[config.mk]
export PLATFORM = sky130hd
export DESIGN_NAME = ddr_wr_queue
export DESIGN_NICKNAME = d
export VERILOG_FILES = /design/src/rtl/ddr_wr_queue.sv
export SDC_FILE = /design/constraint.sdc
export NUM_CORES = 2
export LEC_CHECK = 0
export CAP_MARGIN = 20
export CORE_MARGIN = 1.5
export CORE_UTILIZATION = 29
export CTS_CLUSTER_DIAMETER = 40
export DETAILED_ROUTE_END_ITERATION = 7
export GPL_ROUTABILITY_DRIVEN = 1
export RECOVER_POWER = 25
export REMOVE_ABC_BUFFERS = 1
export SLEW_MARGIN = 10
export SYNTH_ARGS = -nofsm -noshare
export SYNTH_HDL_FRONTEND = slang
export SYNTH_SLANG_ARGS = --single-unit
[constraint.sdc]
create_clock -name clk -period 17.1 [get_ports clk]
set_clock_uncertainty 0.1 [all_clocks]
set_input_delay 3.42 -clock clk [delete_from_list [all_inputs] [get_ports clk]]
set_output_delay 3.42 -clock clk [all_outputs]
set_load 0.02 [all_outputs]
[src/rtl/ddr_wr_queue.sv]
`default_nettype none
// ============================================================================
//  Module   : ddr_wr_queue
//  Purpose  : Write-side queue for the DDR write dispatcher. Packs 32-bit
//             capture samples into 128-bit lines and assigns each line a
//             linear, wrapping DDR line address. Lines and addresses are
//             held in two parallel show-ahead FIFOs that are drained
//             independently.
//  Ports    : clk, reset          - clock, synchronous active-high reset
//             sample_in/valid/ready - sample input handshake
//             flush               - push the partial line, zero-padded
//             get_wr_data/adx     - pop the data / address FIFO
//             has_wr_data/adx     - FIFO not empty
//             wr_data, wr_adx     - FIFO heads (show-ahead)
//             fill_level          - data FIFO occupancy
//             overflow            - sticky: sample offered while not ready
//             wrapped             - one-cycle pulse on address wrap
//             hwm                 - high-water mark of fill_level
//  Options  : WR_QUEUE_HWM_EN     - build the high-water-mark register;
//                                   otherwise hwm is tied to zero
//  Revision : 1.0 - initial release
// ============================================================================
module ddr_wr_queue #(
  parameter int          DEPTH_LOG2 = 4,
  parameter logic [26:0] BASE_ADDR  = 27'h0000000,
  parameter logic [26:0] END_ADDR   = 27'h7FFFFF8
) (
  input  logic                  clk,
  input  logic                  reset,
  input  logic [31:0]           sample_in,
  input  logic                  sample_valid,
  output logic                  sample_ready,
  input  logic                  flush,
  input  logic                  get_wr_data,
  input  logic                  get_wr_adx,
  output logic                  has_wr_data,
  output logic                  has_wr_adx,
  output logic [127:0]          wr_data,
  output logic [26:0]           wr_adx,
  output logic [DEPTH_LOG2:0]   fill_level,
  output logic                  overflow,
  output logic                  wrapped,
  output logic [DEPTH_LOG2:0]   hwm
);

  localparam int                    c_depth    = 1 << DEPTH_LOG2;
  localparam logic [DEPTH_LOG2:0]   c_cnt_full = (DEPTH_LOG2 + 1)'(c_depth);
  localparam logic [DEPTH_LOG2:0]   c_cnt_one  = (DEPTH_LOG2 + 1)'(1);
  localparam logic [DEPTH_LOG2-1:0] c_ptr_one  = DEPTH_LOG2'(1);

  // Packing state
  logic [1:0]            r_lane;
  logic [127:0]          r_line;
  logic [26:0]           r_addr_ctr;
  logic                  r_flush_pend;
  logic                  r_overflow;
  logic                  r_wrapped;

  // FIFO storage; both FIFOs are always written together so they share
  // one write pointer, while reads and counts are independent.
  logic [127:0]          r_data_mem [c_depth];
  logic [26:0]           r_adx_mem  [c_depth];
  logic [DEPTH_LOG2-1:0] r_wr_ptr;
  logic [DEPTH_LOG2-1:0] r_rd_ptr_data;
  logic [DEPTH_LOG2-1:0] r_rd_ptr_adx;
  logic [DEPTH_LOG2:0]   r_cnt_data;
  logic [DEPTH_LOG2:0]   r_cnt_adx;

  logic                  w_full;
  logic                  w_ready;
  logic                  w_accept;
  logic                  w_service_flush;
  logic                  w_push;
  logic                  w_pop_data;
  logic                  w_pop_adx;
  logic [127:0]          w_packed;
  logic [127:0]          w_flush_line;
  logic [127:0]          w_push_data;

  assign w_full  = (r_cnt_data == c_cnt_full) || (r_cnt_adx == c_cnt_full);
  // Only the lane-3 sample needs FIFO room; earlier lanes just fill the
  // line buffer. A pending flush blocks samples until its line is pushed.
  assign w_ready  = ~((r_lane == 2'd3) & w_full) & ~r_flush_pend;
  assign w_accept = sample_valid & w_ready;

  assign w_service_flush = r_flush_pend & ~w_full;
  assign w_push          = (w_accept & (r_lane == 2'd3)) | w_service_flush;
  assign w_push_data     = w_service_flush ? w_flush_line : w_packed;

  assign w_pop_data = get_wr_data & (r_cnt_data != '0);
  assign w_pop_adx  = get_wr_adx  & (r_cnt_adx  != '0);

  // Line buffer with the incoming sample merged into its lane
  always_comb begin
    w_packed = r_line;
    w_packed[{r_lane, 5'd0} +: 32] = sample_in;
  end

  // Partial line for a flush: lanes not yet written this line read as zero,
  // since the buffer still holds stale samples from the previous line.
  always_comb begin
    w_flush_line = r_line;
    for (int i = 0; i < 4; i++) begin
      if (2'(i) >= r_lane) begin
        w_flush_line[32*i +: 32] = 32'd0;
      end
    end
  end

  always_ff @(posedge clk) begin
    if (reset) begin
      r_lane        <= 2'd0;
      r_line        <= '0;
      r_addr_ctr    <= BASE_ADDR;
      r_flush_pend  <= 1'b0;
      r_overflow    <= 1'b0;
      r_wrapped     <= 1'b0;
      r_wr_ptr      <= '0;
      r_rd_ptr_data <= '0;
      r_rd_ptr_adx  <= '0;
      r_cnt_data    <= '0;
      r_cnt_adx     <= '0;
    end else begin
      r_wrapped <= 1'b0;

      if (sample_valid & ~w_ready) begin
        r_overflow <= 1'b1;
      end

      if (w_service_flush) begin
        r_lane       <= 2'd0;
        r_flush_pend <= 1'b0;
      end else if (w_accept) begin
        r_line <= w_packed;
        r_lane <= r_lane + 2'd1;
        // A flush alongside a line-completing sample has nothing left to
        // push; otherwise it applies to the advanced (non-zero) lane.
        if (flush && (r_lane != 2'd3)) begin
          r_flush_pend <= 1'b1;
        end
      end else if (flush && (r_lane != 2'd0)) begin
        r_flush_pend <= 1'b1;
      end

      if (w_push) begin
        r_wr_ptr <= r_wr_ptr + c_ptr_one;
        if (r_addr_ctr == END_ADDR) begin
          r_addr_ctr <= BASE_ADDR;
          r_wrapped  <= 1'b1;
        end else begin
          r_addr_ctr <= r_addr_ctr + 27'd8;
        end
      end

      if (w_pop_data) begin
        r_rd_ptr_data <= r_rd_ptr_data + c_ptr_one;
      end
      if (w_pop_adx) begin
        r_rd_ptr_adx <= r_rd_ptr_adx + c_ptr_one;
      end

      // A push never happens when full, so push+pop leaves count unchanged
      case ({w_push, w_pop_data})
        2'b10:   r_cnt_data <= r_cnt_data + c_cnt_one;
        2'b01:   r_cnt_data <= r_cnt_data - c_cnt_one;
        default: r_cnt_data <= r_cnt_data;
      endcase
      case ({w_push, w_pop_adx})
        2'b10:   r_cnt_adx <= r_cnt_adx + c_cnt_one;
        2'b01:   r_cnt_adx <= r_cnt_adx - c_cnt_one;
        default: r_cnt_adx <= r_cnt_adx;
      endcase
    end
  end

  // FIFO memories carry no reset; their content is don't-care while empty
  always_ff @(posedge clk) begin
    if (w_push && !reset) begin
      r_data_mem[r_wr_ptr] <= w_push_data;
      r_adx_mem[r_wr_ptr]  <= r_addr_ctr;
    end
  end

  assign sample_ready = w_ready;
  assign has_wr_data  = (r_cnt_data != '0);
  assign has_wr_adx   = (r_cnt_adx != '0);
  assign wr_data      = r_data_mem[r_rd_ptr_data];
  assign wr_adx       = r_adx_mem[r_rd_ptr_adx];
  assign fill_level   = r_cnt_data;
  assign overflow     = r_overflow;
  assign wrapped      = r_wrapped;

`ifdef WR_QUEUE_HWM_EN
  logic [DEPTH_LOG2:0] r_hwm;

  always_ff @(posedge clk) begin
    if (reset) begin
      r_hwm <= '0;
    end else if (r_cnt_data > r_hwm) begin
      r_hwm <= r_cnt_data;
    end
  end

  assign hwm = r_hwm;
`else
  assign hwm = '0;
`endif

endmodule
`default_nettype wire

==> results.sh <==
export IMPL_fin_crit_sh_pct=53.4
export IMPL_crit_path_start_kind="flip-flop"
export IMPL_syn_inst=4425
export IMPL_path_max_fanout=108
export IMPL_synth_seq_area_share_pct=77.0
export IMPL_cp_top_family="buffers and inverters"
export IMPL_netlist_area_sq_um=99700
export IMPL_critical_path_cell_chain="buf_12 -> buf_12 -> buf_4 -> buf_16 -> mux4_2 -> mux4_2 -> clkdlybuf4s50_1"
export IMPL_final_cells=9633
export IMPL_fmax_mhz=110
export IMPL_gp_congestion=0.735
export IMPL_cts_buffer_depth=4
export IMPL_design_core_area_sq_um=342000
export IMPL_yosys_warnings=0
export IMPL_drtIter0Drc=5291
export IMPL_ant_nets=0
export IMPL_die_w_um=589
export IMPL_slew_viol_final=144
export IMPL_synthArstFlopShare_pct=0
export IMPL_yosysMostFrequentCell="edfxtp_1"
export IMPL_cp_slowest_cell="dfxtp_4"
export IMPL_outcome="finished, violations left"
export IMPL_post_route_cells_drive_above_1_share_pct=28.5
export IMPL_finalSetupViolCount=0
export IMPL_synthFlopType="edfxtp_1"
export IMPL_cts_tree="built"
export IMPL_synth_distinct_cells=44
export IMPL_clkSlewWorstSetupHoldPaths_ns=0.05
export IMPL_slew_headroom_pct=-130
export IMPL_h_tree_depth=5
export IMPL_maxCapViolations=7
export IMPL_syn_area_per_cell_sq_um=22.5
export IMPL_firstDrtPassIters=5
export IMPL_cts_repair_resized=0
export IMPL_drt_vias_per_instance=5.00
export IMPL_grt_pass1_wl_mm=368
export IMPL_num_rows=215
export IMPL_synthTopCellsByArea="edfxtp_1, mux4_2, dfxtp_1"
export IMPL_cts_buffers=342
export IMPL_cts_hold_buf=0
export IMPL_antenna_found_initial=16
export IMPL_period_needed_ns=9.12
export IMPL_ys_ff_latch=2619
export IMPL_cts_setup_buffers=0
export IMPL_syn_to_final_growth_pct=19.5
export IMPL_endpoint_kind="primary output"
export IMPL_rsz0062_at_grt="false"
export IMPL_place_area_sq_um=107000
export IMPL_io_pins=208
export IMPL_post_route_cell_area_sq_um=119000
export IMPL_dp_hpwl_mm=134
export IMPL_cts_root_buf="clkbuf_16"
export IMPL_cp_arrival_ns=5.60
export IMPL_grt_pass1_vias=50070
export IMPL_synthTopCellsByCount="edfxtp_1, mux4_2, nor2_1, clkbuf_1, dfxtp_1"
export IMPL_finalHoldViolations=0
export IMPL_overflow=0
export IMPL_cp_data_required_time_ns=13.58
export IMPL_ir_drop_uv=135
export IMPL_synth_largest_area_cell="edfxtp_1"
export IMPL_p_leak_nw=35.3
export IMPL_tightest_slew_ns=3.45
export IMPL_die_h_um=589
export IMPL_grt_usage_pct=14.7
export IMPL_power_density_nw_per_um2=135
export IMPL_portBuffers=199
export IMPL_layout_nets=4852
export IMPL_synth_edf_count=2432
export IMPL_clock_sinks=2619
export IMPL_hp_class="reg2reg"
export IMPL_grt_max_degree=147
export IMPL_cp_buffers_inverters=5
export IMPL_synth_top_area_share_pct=73.3
export IMPL_start_util_pct=29.1
export IMPL_path_class="reg2out"
export IMPL_route_detailed_drc=0
export IMPL_post_drt_wl_per_cell_um=27.0
export IMPL_routed_wirelength_mm=260
export IMPL_max_stage_delay_ns=0.78
export IMPL_place_inst=9003
export IMPL_vias=48169
export IMPL_violations="max-capacitance violations, max-slew violations"
export IMPL_dieArea_sq_um=347000
export IMPL_clk_latency_ns=0.90
==> through the flow <==
step	hold WS (ns)	setup TNS (ns)	util (%)	total power [mW]	setup WS, ns
3_3_place_gp	0.391	0	31.4	9.10	8.22
4_1_cts	0.413	0	34.8	16.3	7.38
2_1_floorplan	0.376	-1114.37	-	8.83	-9.45
5_1_grt	0.428	0	34.8	16.6	7.43
6_report	0.408	0	34.8	16.1	7.98
3_5_place_dp	0.399	0	31.4	9.13	8.22
==> power by group <==
part	leakage [nW]	switching [mW]	internal, mW
registers	23.3	0.0686	7.09
clock network	5.56	2.79	4.34
logic	6.43	1.06	0.733
==> worst reg2reg max path: cells and delay by family, from the launching register on <==
family / cells / cell delay (ns)
AO/OA/AOI/OAI: 2 / 1.23
buffers and inverters: 3 / 3.89
flip-flops: 1 / 0.49
multiplexers: 1 / 1.81
AND/OR/NAND/NOR: 2 / 1.05
==> path summary, 6_finish.rpt <==
| check | from | end | slack [ns] | cells past startpoint |
|---|---|---|---|---|
| setup / recovery | flip-flop | wr_data[0] | 7.98 | 7 |
| hold / removal | r_line[40] | r_line[40] | 0.41 | 2 |
| setup reg to reg | fill_level[2] | r_data_mem[2][14] | 8.15 | 8 |
| hold reg to reg | r_line[40] | r_line[40] | 0.41 | 2 |
==> final cells by class <==
class,count,area (sq um)
inverter,29,109
tap,4557,5700
sequential,2619,76800
timing repair buffer,312,3080
multi-input combinational,1491,21800
antenna,5,12.5
clock buffer,392,8870
fill,31306,223000
clock inverter,228,2690
==> cell usage in the layout, fill, tap and decap left out, types with 14 or more instances in the layout <==
master,count
a21oi_1,41
a22o_1,97
a22oi_1,162
buf_12,17
buf_4,83
bufinv_16,37
clkbuf_1,49
clkbuf_16,343
clkdlybuf4s50_1,189
clkinv_1,29
clkinv_2,52
clkinv_4,35
clkinvlp_4,34
dfxtp_1,180
edfxtp_1,2432
ha_1,19
inv_1,27
inv_6,17
mux2i_1,14
mux4_2,752
nand2_1,24
nand3_1,15
nand4_1,16
nor2_1,195
nor2_4,15
o21ai_0,15
or3_1,14
xor2_1,18
==> cell families after synthesis <==
logic type                 synth area share, %
buffers and inverters                     1.29
muxes                                     17.2
other                                  0.00376
and+or+nand+nor                           1.40
xor gates and xnor gates                 0.220
DFF                                       77.0
adders and majority gates                0.239
AOI/OAI and AO/OA                         2.65
==> sequential cells by signal, summed over array words and instances, names as in the netlist, 4 cells and up, named ones only <==
register,cells
r_data_mem,2048
r_adx_mem,384
r_line,128
r_addr_ctr,24
fill_level,5
r_cnt_adx,5
r_rd_ptr_adx,4
r_rd_ptr_data,4
r_wr_ptr,4
==> metal layers <==
metal / routed length, um / share of wire [%] / global-route usage (%) / up-vias
li1: - / - / - / 19655
met1: 109000 / 42 / 19.7 / 26295
met2: 127000 / 49 / 24.1 / 1826
met3: 17400 / 6.7 / 2.81 / 391
met4: 6840 / 2.6 / 4.21 / 2
met5: 11 / 0.0042 / 0 / -
Power figures use the tool's default switching activity.
